--- config.mk ---
export PLATFORM = sky130hd
export DESIGN_NAME = imem_boot_loader
export DESIGN_NICKNAME = d
export VERILOG_FILES = /design/src/rtl/imem_boot_loader.sv
export SDC_FILE = /design/constraint.sdc
export NUM_CORES = 1
export LEC_CHECK = 0
export ABC_CLOCK_PERIOD_IN_PS = 6900
export BUFFER_PORTS_ARGS = -buffer_cell sky130_fd_sc_hd__buf_2
export CORE_ASPECT_RATIO = 1.25
export CORE_MARGIN = 4
export CORE_UTILIZATION = 40
export DETAILED_ROUTE_END_ITERATION = 16
export MAX_ROUTING_LAYER = met4
export PLACE_DENSITY = 0.64
export SYNTH_ARGS = -nofsm -noshare
export SYNTH_HDL_FRONTEND = slang
export SYNTH_SLANG_ARGS = --single-unit
--- constraint.sdc ---
create_clock -name clk -period 6.9 [get_ports clk]
set_input_delay 0.345 -clock clk [delete_from_list [all_inputs] [get_ports clk]]
set_output_delay 0.345 -clock clk [all_outputs]
set_load 0.02 [all_outputs]
--- src/rtl/imem_boot_loader.sv ---
// rtl/imem_boot_loader.sv - byte-stream boot loader that fills the CPU instruction memory, then enables the CPU
// Optional trailing XOR checksum byte is enabled by defining IMEM_BOOT_LOADER_CHECKSUM_EN.
module imem_boot_loader #(
  parameter int          IMEM_WORDS  = 128,
  parameter logic [63:0] ADDR_OFFSET = 64'd0
) (
  input  logic        clk,
  input  logic        arst_n,
  input  logic        start,
  input  logic        in_valid,
  input  logic [7:0]  in_data,
  output logic        in_ready,
  output logic [63:0] addr_ext,
  output logic        wen_ext,
  output logic        ren_ext,
  output logic [31:0] wdata_ext,
  output logic        cpu_enable,
  output logic        busy,
  output logic        done,
  output logic        error
);

`ifdef IMEM_BOOT_LOADER_CHECKSUM_EN
  typedef enum logic [2:0] {S_IDLE, S_HDR0, S_HDR1, S_DATA, S_DONE, S_ERROR, S_CHK} state_t;
  localparam state_t S_FINAL = S_CHK;
  logic [7:0] r_csum;
`else
  typedef enum logic [2:0] {S_IDLE, S_HDR0, S_HDR1, S_DATA, S_DONE, S_ERROR} state_t;
  localparam state_t S_FINAL = S_DONE;
`endif

  localparam logic [16:0] MAX_N = 17'(IMEM_WORDS);

  state_t      r_state;
  logic [15:0] r_count;
  logic [15:0] r_index;
  logic [1:0]  r_lane;
  logic [23:0] r_bytes;
  logic        r_wen;
  logic [63:0] r_addr;
  logic [31:0] r_wdata;
  logic        r_cpu_enable;

  logic        w_active;
  logic        w_accept;
  logic [15:0] w_hdr_n;
  logic        w_last_word;
  logic [63:0] w_word_addr;

`ifdef IMEM_BOOT_LOADER_CHECKSUM_EN
  assign w_active = (r_state == S_HDR0) || (r_state == S_HDR1) ||
                    (r_state == S_DATA) || (r_state == S_CHK);
`else
  assign w_active = (r_state == S_HDR0) || (r_state == S_HDR1) || (r_state == S_DATA);
`endif

  assign w_accept    = in_valid && w_active;
  assign w_hdr_n     = {in_data, r_count[7:0]};
  assign w_last_word = (r_index == r_count - 16'd1);
  assign w_word_addr = ADDR_OFFSET + {46'd0, r_index, 2'b00};

  assign in_ready   = w_active;
  assign busy       = w_active;
  assign done       = (r_state == S_DONE);
  assign error      = (r_state == S_ERROR);
  assign wen_ext    = r_wen;
  assign addr_ext   = r_addr;
  assign wdata_ext  = r_wdata;
  assign ren_ext    = 1'b0;
  assign cpu_enable = r_cpu_enable;

  always_ff @(posedge clk) begin
    if (!arst_n) begin
      r_state      <= S_IDLE;
      r_count      <= '0;
      r_index      <= '0;
      r_lane       <= '0;
      r_bytes      <= '0;
      r_wen        <= 1'b0;
      r_addr       <= '0;
      r_wdata      <= '0;
      r_cpu_enable <= 1'b0;
`ifdef IMEM_BOOT_LOADER_CHECKSUM_EN
      r_csum       <= '0;
`endif
    end else begin
      r_wen <= 1'b0;
      // Enable trails DONE by one cycle so the last write has landed first.
      r_cpu_enable <= (r_state == S_DONE);
      case (r_state)
        S_IDLE: if (start) r_state <= S_HDR0;
        S_HDR0: if (w_accept) begin
          r_count[7:0] <= in_data;
          r_state      <= S_HDR1;
        end
        S_HDR1: if (w_accept) begin
          r_count[15:8] <= in_data;
          if ({1'b0, w_hdr_n} > MAX_N) r_state <= S_ERROR;
          else if (w_hdr_n == 16'd0)   r_state <= S_FINAL;
          else                         r_state <= S_DATA;
        end
        S_DATA: if (w_accept) begin
          r_lane <= r_lane + 2'd1;
          if (r_lane == 2'd3) begin
            r_wen   <= 1'b1;
            r_addr  <= w_word_addr;
            r_wdata <= {in_data, r_bytes};
            r_index <= r_index + 16'd1;
            if (w_last_word) r_state <= S_FINAL;
          end else begin
            case (r_lane)
              2'd0:    r_bytes[7:0]   <= in_data;
              2'd1:    r_bytes[15:8]  <= in_data;
              default: r_bytes[23:16] <= in_data;
            endcase
          end
        end
`ifdef IMEM_BOOT_LOADER_CHECKSUM_EN
        S_CHK: if (w_accept) r_state <= (in_data == r_csum) ? S_DONE : S_ERROR;
`endif
        S_DONE, S_ERROR: if (start) begin
          r_state      <= S_HDR0;
          r_count      <= '0;
          r_index      <= '0;
          r_lane       <= '0;
          r_cpu_enable <= 1'b0;
`ifdef IMEM_BOOT_LOADER_CHECKSUM_EN
          r_csum       <= '0;
`endif
        end
        default: r_state <= S_IDLE;
      endcase
`ifdef IMEM_BOOT_LOADER_CHECKSUM_EN
      if (w_accept && (r_state != S_CHK)) r_csum <= r_csum ^ in_data;
`endif
    end
  end

endmodule

==> flow_summary_export.csv <==
group,metric,value,unit
grt,met3_usage,3.14,%
synth,yosysSeqAreaShare,40.6,%
synth,ys_ff_latch,111,
setup_path,critPathMaxFanout,7,
clocking,cts_hold_buf,0,
grt,grt_overflow,0,
setup_path,startpoint_type,"flop",
setup_path,end_kind,"flop",
route,vias_per_cell,4.92,
clocking,clk_latency,0.36,ns
route,routed_wl,12400,um
place,port_buffers,65,
clocking,cts_tree,"done",
grt,antenna_found_initial,0,
sta,max-slew-margin-rel,24.4,%
place,postPlaceCellArea,5670,um^2
hold_path,hold_start,"start",
clocking,numClockSinks,111,
synth,yosys_warnings,0,
grt,grt_max_degree,96,
final_layout,area_growth,9.93,%
sta,period_minus_slack,2.64,ns
synth,ys.flop_type,"dfxtp_1",
grt,grt_pass1_wl,20700,um
floorplan,start_util,41.0,%
synth,syn_inst,639,
setup_path,critPathKind,"reg2reg",
final_layout,postLayoutCellArea,6010,um^2
synth,synth_edf_count,0,
sta,setup_violations,0,
power_and_ir_drop,peakVddDrop,174,uV
route,dr.pass1.iters,4,
setup_path,cp.required,7.19,ns
sta,period_share,38.3,%
grt,grtUsageTotal,16.5,%
setup_path,rr_startpoint,"r_count[2]$_SDFFE_PN0P_",
clocking,cts_htree_levels,3,
place,dp_cells,838,
floorplan,dieWidth,113,um
floorplan,io_pins,115,
floorplan,dieArea,15600,um^2
power_and_ir_drop,powerDensity,287,nW/um^2
clocking,path_clk_slew,0.07,ns
job,drv_cap,0,
final_layout,layout.nets,696,
sta,fin_tns_setup,0,ns
synth,syn_area_per_cell,8.56,um^2
sta,fmaxAchievable,378,MHz
grt,grt_use_met2,28.6,%
place,gp_congestion,0.887,
route,wl_per_cell,14.5,um
clocking,cts-root-buf,"clkbuf_16",
setup_path,crit_arrival,2.93,ns
floorplan,core,13300,um^2
final_layout,filler_cell_count,1336,
setup_path,worstSetupStartpoint,"r_count[2]$_SDFFE_PN0P_",
sta,hold_violations,0,
final_layout,multi_input_area,2870,um^2
synth,async_flop_share,0,%
route,ant_nets,0,
clocking,cts_buffer_depth,2,
clocking,cts-resized-gates,0,
floorplan,rows,47,
route,drc,0,
clocking,post-cts-setup-buffers,0,
outcome,status,"complete, no violations",
grt,grt_pass1_vias,4174,
synth,synth_cell_types,51,
clocking,cts_buffers,9,
power_and_ir_drop,finalPower,1.72,mW
final_layout,post-route-util,45.0,%
route,vias,4200,
floorplan,die_h,139,um
power_and_ir_drop,p_leak,2.36,nW
final_layout,final_common_cell,"nand2_1",
final_layout,layout-drive-gt1-share,13.5,%
final_layout,mostFrequentLayoutCells,"nand2_1, dfxtp_1, buf_2",
synth,netlist_area,5470,um^2
final_layout,final_cells,854,
sta,worst_pin_slew,1.13,ns
sta,rsz0062_at_grt,"no",
final_layout,seq_area,2220,um^2
sta,clock_skew,0.00946,ns
hold_path,hold_class,"in2reg",
route,drtIter0Drc,161,
grt,use_met1,18.9,%
grt,top_usage_layer,"met2",
final_layout,antenna_cells,0,
sta,slew_viol_final,0,
place,place_hpwl,9020,um
-- flip-flops by register name, indices dropped and copies added, names as in the netlist --
signal      count
addr_ext       16
cpu_enable      1
r_bytes        24
r_count        16
r_index        16
r_lane          2
r_state         3
wdata_ext      32
wen_ext         1
-- cells by family after synthesis --
family | synth area share (%)
xor gates and xnor gates | 4.96
buffers and inverters | 10.4
muxes | 6.43
adders and majority gates | 1.37
AOI/OAI and AO/OA | 12.0
other | 0.0686
DFF | 40.6
and+or+nand+nor | 24.2
-- worst max-delay path: stages (launching register included) --
cell and delay, ns:
dfxtp_1 0.35, nor4_2 0.57, nand3b_1 0.32, or4_1 0.58, a21boi_0 0.19, o211ai_1 0.13, o21ai_1 0.24, and3b_1 0.20
-- cell type report --
class                   count  share of cell area [%]
repair buffers             67                    5.66
flip-flops and latches    111                    37.0
inverters                   8                   0.499
clock buffers               9                    3.75
well taps                 171                    3.56
clock inverters             7                    1.89
multi-input cells         481                    47.7
-- report_power, final --
part,switching (mW),internal [mW],total (mW)
clock network,0.250,0.327,0.576
registers,0.0466,0.667,0.713
logic,0.244,0.189,0.433
-- metrics by stage --
step,hold slack [ns],worst slack [ns]
2_1_floorplan,0.422,4.61
3_3_place_gp,0.452,4.45
3_5_place_dp,0.456,4.29
4_1_cts,0.227,4.28
5_1_grt,0.250,4.04
6_report,0.241,4.26
-- metal layers --
layer,share of wire [%],up-vias
met5,0,-
met3,4.6,18
met1,43,1963
met2,51,110
met4,1.7,0
li1,-,2109
-- worst paths after layout --
kind / to / slack [ns] / depth (start not counted)
hold / removal: cpu_enable$_SDFF_PN0_ / 0.24 / 2
setup / recovery: r_state[2]$_SDFFE_PN0P_ / 4.26 / 7
setup reg to reg: r_state[2]$_SDFFE_PN0P_ / 4.26 / 7
hold reg to reg: wdata_ext[7]$_SDFFE_PN0P_ / 0.46 / 2
-- Yosys cell counts (all sizes together), types with 3 or more instances --
cell	n	area [um^2]
and2b	3	26.3
buf	56	414
mux2i	34	340
xnor2	14	123
o21ai	7	35.0
clkbuf	30	113
nor2	31	116
nor3b	5	37.5
nand3b	3	22.5
nor3	9	45.0
nand2	119	447
dfxtp	111	2220
nor4	6	43.8
ha	6	75.1
nor2b	38	238
or3	4	25.0
and3	4	25.0
a22oi	3	22.5
nand4	5	31.3
inv	8	30.0
xor2	17	149
or4	3	30.0
a21oi	11	55.1
nand3	16	80.1
a21boi	58	435
and2	14	87.6
(Power assumes the default switching activity.)
